### src/rtl/tiny_nn_arb.sv
// Round-robin job arbiter sharing one tiny_nn_top core between two word-streaming requesters.
// Optional stall watchdog compiled in with `define TINY_NN_ARB_WATCHDOG_EN.
module tiny_nn_arb #(
   parameter int unsigned DrainCycles    = 6,
   parameter logic [15:0] IdleWord       = 16'h0000,
   parameter int unsigned WatchdogCycles = 255,
   parameter logic [15:0] TermWord       = 16'h7fff
) (
   input  logic        clk_i,
   input  logic        rst_ni,
   input  logic [1:0]  req_valid_i,
   input  logic [1:0]  req_last_i,
   input  logic [31:0] req_data_i,
   output logic [1:0]  req_ready_o,
   output logic [15:0] core_data_o,
   input  logic [7:0]  core_data_i,
   output logic [1:0]  rsp_valid_o,
   output logic [7:0]  rsp_data_o,
   output logic [1:0]  grant_o,
   output logic [1:0]  err_o,
   input  logic        err_clr_i
);

   typedef enum logic [1:0] {
      ARB_IDLE,
      ARB_BUSY,
      ARB_DRAIN
   } arb_state_e;

   arb_state_e  state_q, state_d;
   logic [1:0]  grant_q, grant_d;
   logic        prio_q, prio_d;
   logic [7:0]  cnt_q, cnt_d;
   logic [1:0]  err_q, err_d, err_set;
   logic [15:0] core_data_q, core_data_d;
   logic        owner;
   logic        owner_valid;
   logic        owner_last;
   logic [15:0] owner_data;
   logic        wd_hit;

   assign owner       = grant_q[1];
   assign owner_valid = req_valid_i[owner];
   assign owner_last  = req_last_i[owner];
   assign owner_data  = owner ? req_data_i[31:16] : req_data_i[15:0];

`ifdef TINY_NN_ARB_WATCHDOG_EN
   logic [7:0] wd_q;

   assign wd_hit = (state_q == ARB_BUSY) && (wd_q == 8'(WatchdogCycles));

   // Counts granted cycles of the current job; zero whenever no job is streaming.
   always_ff @(posedge clk_i or negedge rst_ni) begin
      if (!rst_ni) begin
         wd_q <= '0;
      end else if (state_q == ARB_BUSY) begin
         wd_q <= wd_q + 8'd1;
      end else begin
         wd_q <= '0;
      end
   end
`else
   // Keeps the watchdog limit referenced in builds without the watchdog.
   assign wd_hit = (WatchdogCycles == 0) && 1'b0;
`endif

   always_comb begin
      state_d     = state_q;
      grant_d     = grant_q;
      prio_d      = prio_q;
      cnt_d       = cnt_q;
      core_data_d = IdleWord;
      err_set     = 2'b00;
      req_ready_o = 2'b00;
      case (state_q)
         ARB_IDLE: begin
            if (|req_valid_i) begin
               state_d = ARB_BUSY;
               case (req_valid_i)
                  2'b01:   grant_d = 2'b01;
                  2'b10:   grant_d = 2'b10;
                  default: grant_d = prio_q ? 2'b10 : 2'b01;
               endcase
            end
         end
         ARB_BUSY: begin
            if (wd_hit) begin
               core_data_d = TermWord;
               err_set[1]  = 1'b1;
               state_d     = ARB_DRAIN;
               cnt_d       = 8'(DrainCycles - 1);
            end else begin
               req_ready_o = grant_q;
               if (owner_valid) begin
                  core_data_d = owner_data;
                  if (owner_last) begin
                     state_d = ARB_DRAIN;
                     cnt_d   = 8'(DrainCycles - 1);
                  end
               end else begin
                  err_set[0] = 1'b1;
               end
            end
         end
         ARB_DRAIN: begin
            // The owner just finished, so the other requester wins the next tie.
            if (cnt_q == 8'd0) begin
               state_d = ARB_IDLE;
               grant_d = 2'b00;
               prio_d  = ~owner;
            end else begin
               cnt_d = cnt_q - 8'd1;
            end
         end
         default: begin
            state_d = ARB_IDLE;
            grant_d = 2'b00;
         end
      endcase
      err_d = err_clr_i ? 2'b00 : (err_q | err_set);
   end

   always_ff @(posedge clk_i or negedge rst_ni) begin
      if (!rst_ni) begin
         state_q     <= ARB_IDLE;
         grant_q     <= 2'b00;
         prio_q      <= 1'b0;
         cnt_q       <= 8'd0;
         err_q       <= 2'b00;
         core_data_q <= IdleWord;
      end else begin
         state_q     <= state_d;
         grant_q     <= grant_d;
         prio_q      <= prio_d;
         cnt_q       <= cnt_d;
         err_q       <= err_d;
         core_data_q <= core_data_d;
      end
   end

   assign core_data_o = core_data_q;
   assign grant_o     = grant_q;
   assign err_o       = err_q;
   assign rsp_valid_o = (state_q == ARB_IDLE) ? 2'b00 : grant_q;
   assign rsp_data_o  = core_data_i;

endmodule

### config.mk
export PLATFORM = sky130hd
export DESIGN_NAME = tiny_nn_arb
export DESIGN_NICKNAME = d
export VERILOG_FILES = /design/src/rtl/tiny_nn_arb.sv
export SDC_FILE = /design/constraint.sdc
export NUM_CORES = 1
export LEC_CHECK = 0
export CORE_AREA = 5 5 67 69
export CTS_CLUSTER_DIAMETER = 40
export CTS_CLUSTER_SIZE = 40
export DETAILED_ROUTE_END_ITERATION = 7
export DIE_AREA = 0 0 72 74
export PLACE_DENSITY = 0.91
export REMOVE_ABC_BUFFERS = 1
export SLEW_MARGIN = 30
export SYNTH_ARGS = -nofsm -noshare
export SYNTH_HDL_FRONTEND = slang
export SYNTH_SLANG_ARGS = --single-unit
### constraint.sdc
create_clock -name clk_i -period 5.4 [get_ports clk_i]
set_clock_uncertainty 0.15 [all_clocks]
set_input_delay 0.54 -clock clk_i [delete_from_list [all_inputs] [get_ports clk_i]]
set_output_delay 0.54 -clock clk_i [all_outputs]
set_load 0.03 [all_outputs]
### Word level (Yosys, flattened, before mapping)

Index checks and enable logic that the tools add are counted.

* $add $sub $neg: 1
* magnitude comparators: 1
* equal/unequal tests: 9
* multiplexer cells: 25
* bitwise logic cells: 3
* reduce and logical (&&, ||, !) cells: 8

Operators with widths (count)
* two-way mux 16 bit: 3
* two-way mux 8 bit: 3
* two-way mux 2 bit: 9
* one-hot mux 8 bit (2 select lines): 1
* one-hot mux 2 bit (3 select lines): 2
* inequality test 2 bit (second input constant): 5
* zero test 8 bit: 1
* AND reduction 4 bit: 2
* subtractor 8 x 1 -> 8 bit (second input constant): 1
* two-way mux 1 bit: 6
* equality test 2 x 1 -> 1 bit (second input constant): 2
* equality test 2 bit (second input constant): 2
* one-hot mux 2 bit (2 select lines): 1
* AND reduction 3 bit: 1
* zero test 2 bit: 1
* less-than comparator 1 x 2 -> 1 bit (second input constant): 1
* inverter 1 bit: 2
* OR 2 bit: 1
* AND reduction 2 bit: 1
* nonzero test 2 bit: 1
* OR reduction 2 bit: 1

* flip-flop bits (word level): 31
* input bits: 47
* output and inout port bits: 32
* word-level logic and storage cells: 53

### Longest topological paths before layout

* depth in word-level cells: 6
* depth in mapped cells: 6

### Least setup slack after synthesis

OpenSTA, ideal clock, no wires.

* kind: reg-to-output
* start: register grant_q[1] (netlist: grant_o[1])
* end: output req_ready_o[1]
* arrival: 1.454 ns
* data required time: 4.710 ns
* setup slack: 3.256 ns
* stages on the path, launching flop included: 4
* buffers on the path: 2
* cell sequence: dfrtp_1 -> buf_2 -> buf_1 -> and2_1

* longest elaborated chain between the ends: 1

Ends and longest elaborated chain
* start: declaration: line 31 `logic [1:0] grant_q, grant_d;`
* start signal: assignment: line 133 `grant_q <= grant_d;`
* two-way mux 2 bit: line 75 `case (state_q)`
* end: declaration: line 14 `output logic [1:0] req_ready_o,`

No other way between the ends.

### Worst setup path in the final report

* start: register state_q[1]
* end: output req_ready_o[1]

* longest elaborated chain between the ends: 2

Ends and longest elaborated chain
* start: declaration: line 30 `arb_state_e state_q, state_d;`
* start signal: assignment: line 132 `state_q <= state_d;`
* equality test 2 x 1 -> 1 bit: line 75
* two-way mux 2 bit: line 75

No other way between the ends.

==> results.tsv <==
stage	metric	value	unit
outcome	status	completed	
die	core area	0.00386	sq mm
global_route	first-pass GRT wire length	5.66	mm
clock_network	CTS tree	built	
clock_network	cts bufs inserted	5	
synth	post-synth top area share	48.4	%
place	DP HPWL	2.71	mm
setup_path	crit end category	output pin	
setup_path	Setup CP Type	flip-flop to output pin	
worst_hold_path	Hold EP	err_o[0]	
flow_run	max-cap check violation count	0	
die	chip width	72	microns
route	Final ANT Viol Nets	0	
power_and_ir_drop	Final Power	0.00112	W
sta	final hold violation count	0	
global_route	pin count of the biggest net entering global routing	31	
power_and_ir_drop	maximum vdd drop	217	uV
finish	area delta synth->final	45.0	%
die	Initial Utilization	40.2	%
sta	Tcrit/Tclk final	46.9	%
sta	Fin Setup TNS	0	ns
synth	Cell Area, Synth	0.00155	sq mm
sta	Worst Tran Pin Value	0.804	ns
setup_path	worst r2r path cells	5	
worst_hold_path	hold-critical path depth	2	
synth	post-synthesis sequential area ratio	48.4	%
synth	distinct cell type count after synthesis	39	
power_and_ir_drop	Leak	0.999	nW
clock_network	H-Tree Depth	2	
synth	Yosys top cell by area	dfrtp_1	
route	DRC Markers	0	
setup_path	CP Max Fanout	8	
sta	worst rel slew slack	46.3	%
finish	Util after Layout	58.3	%
setup_path	launching point of the worst reg2reg path	grant_o[1]	
finish	Final Non-Filler Cells	253	
setup_path	R2R Path End	cnt_q[1]	
clock_network	clock slew at reported path FFs	0.06	ns
global_route	vias in the first global route	1288	
clock_network	TritonCTS sink count	30	
global_route	overflow left after global routing	0	
die	Ports	79	
synth	Area contributors post-synth	dfrtp_1 48%, mux2i_1 13%, nor2_1 5.8%, buf_4 4.4%, ha_1 4.0%	
clock_network	worst-case clock buffer depth	2	
sta	Setup Viol. Count Final	0	
power_and_ir_drop	pwr dens	498	mW/mm^2
global_route	met1 Use GR	14.3	%
synth	Syn Area/Cell	10.6	sq um
clock_network	root buf cell	clkbuf_8	
finish	most frequent cells in the layout	61 x clkdlybuf4s50_1, 30 x dfrtp_1, 24 x nor2_1	
route	wire per inst	14.0	microns
route	routed vias/inst	4.95	
finish	commonest non-fill, non-tap cell in the layout	clkdlybuf4s50_1	
global_route	initial antenna violation count	0	
synth	Post-Syn Instances	147	
clock_network	Skew-Pair Late Insertion Delay	0.28	ns
clock_network	Post-CTS Resized	0	
global_route	busiest grt layer	met2	
die	Die Height	74	microns
finish	Nets	254	
setup_path	CP Launch Point	state_q[1]	
global_route	All-Layer GR Usage	14.0	%
sta	max-slew violation count	0	
worst_hold_path	HP Start	err_o[0]	
synth	Synth Register Bits	30	
setup_path	flop2flop setup slack	3.25	ns
sta	min Tclk post-route	2.53	ns
clock_network	postcts setup bufs	0	
route	Post-Route WL	3.54	mm
setup_path	required time worst endpoint	4.71	ns
setup_path	Worst EP arrival	1.84	ns
finish	ANT cells	0	
synth	Yosys warning total	0	
clock_network	# hold bufs at CTS	0	
setup_path	startpoint types	flip-flop	
place	GP Congestion	0.814	
place	Placed Cells	245	
sta	RSZ-0062 raised after global routing	false	
die	die footprint	0.00533	sq mm
global_route	GR Util met3	7.70	%
route	DR vias	1252	
die	Core Rows	23	
route	first-iteration detailed-routing DRC count	26	
route	DR pass1 iterations	2	
finish	share of layout cells above drive strength 1	6.40	%
worst_hold_path	Worst Hold Class	flip-flop to flip-flop	
sta	fmax	0.395	GHz
place	port bufs	61	
global_route	routing usage on met2	24.7	%
-- registers in the layout (all words and copies together) (netlist names) --
name	cells
grant_o	2
core_data_o	16
state_q	2
cnt_q	8
err_o	1
prio_q	1
-- kinds of logic after synthesis --
kind of cell    share of synthesized area (%)
simple gates                             14.8
flops                                    48.4
compound gates                           10.4
buf+inv                                  8.15
mux                                      12.9
fa+ha+maj                                4.03
xor+xnor                                 1.13
other cells                             0.242
-- worst max path at each step --
| stage | to | slack (ns) | cells past startpoint |
|---|---|---|---|
| 2_1_floorplan | cnt_q[1] | 2.96 | 4 |
| 4_1_cts | req_ready_o[1] | 2.85 | 3 |
| 6_report | req_ready_o[1] | 2.87 | 3 |
| 3_5_place_dp | cnt_q[1] | 2.89 | 5 |
| 3_3_place_gp | cnt_q[1] | 2.96 | 5 |
| 5_1_grt | req_ready_o[1] | 2.77 | 3 |
-- synth_stat cells (all sizes together) --
cell type	instances
or4	2
o21a	3
nor2b	1
nor4	1
o31a	1
nor3b	1
inv	7
a31oi	2
nor3	3
o22a	1
clkbuf	2
buf	13
o211ai	3
nand2	2
xor2	2
o31ai	2
nor4b	1
a2111oi	1
nand3b	1
a22o	1
or3	1
dfrtp	30
and2	2
or2b	1
and2b	2
conb	1
nor2	25
a21oi	6
nand3	1
or3b	1
o21ai	2
mux2i	20
ha	5
-- layout make-up --
class | instances | area, sq um
well taps | 50 | 62.6
clock inverters | 2 | 37.5
inverters | 7 | 26.3
clock buffers | 6 | 72.6
multi-input cells | 95 | 674
flip-flops and latches | 30 | 751
fillers | 353 | 1610
repair buffers | 63 | 626
-- stage by stage --
step / hold slack (ns) / area (sq um) / setup slack [ns]
floorplan: 0.0944 / 1450 / 2.96
global placement: 0.341 / 2140 / 2.96
detailed placement: 0.363 / 2140 / 2.89
CTS: 0.377 / 2250 / 2.85
global route: 0.397 / 2250 / 2.77
finish: 0.371 / 2250 / 2.87
-- layer usage --
| layer | routed length [microns] | part of all wire, % |
|---|---|---|
| met1 | 1380 | 39 |
| met2 | 1780 | 50 |
| met3 | 337 | 9.5 |
| met4 | 43 | 1.2 |
| met5 | 0 | 0 |
-- power by group --
part	switching, W	internal, W
Sequential	0.0000595	0.000299
Combinational	0.000303	0.000239
Clock	0.0000830	0.000137
Total	0.000446	0.000675
-- worst max-delay path, stage by stage, from the launching register on --
cell and delay, ns:
dfrtp_1 0.46, and2b_1 0.30, and2_1 0.14, clkdlybuf4s50_1 0.66
Power figures use the tool's default switching activity.
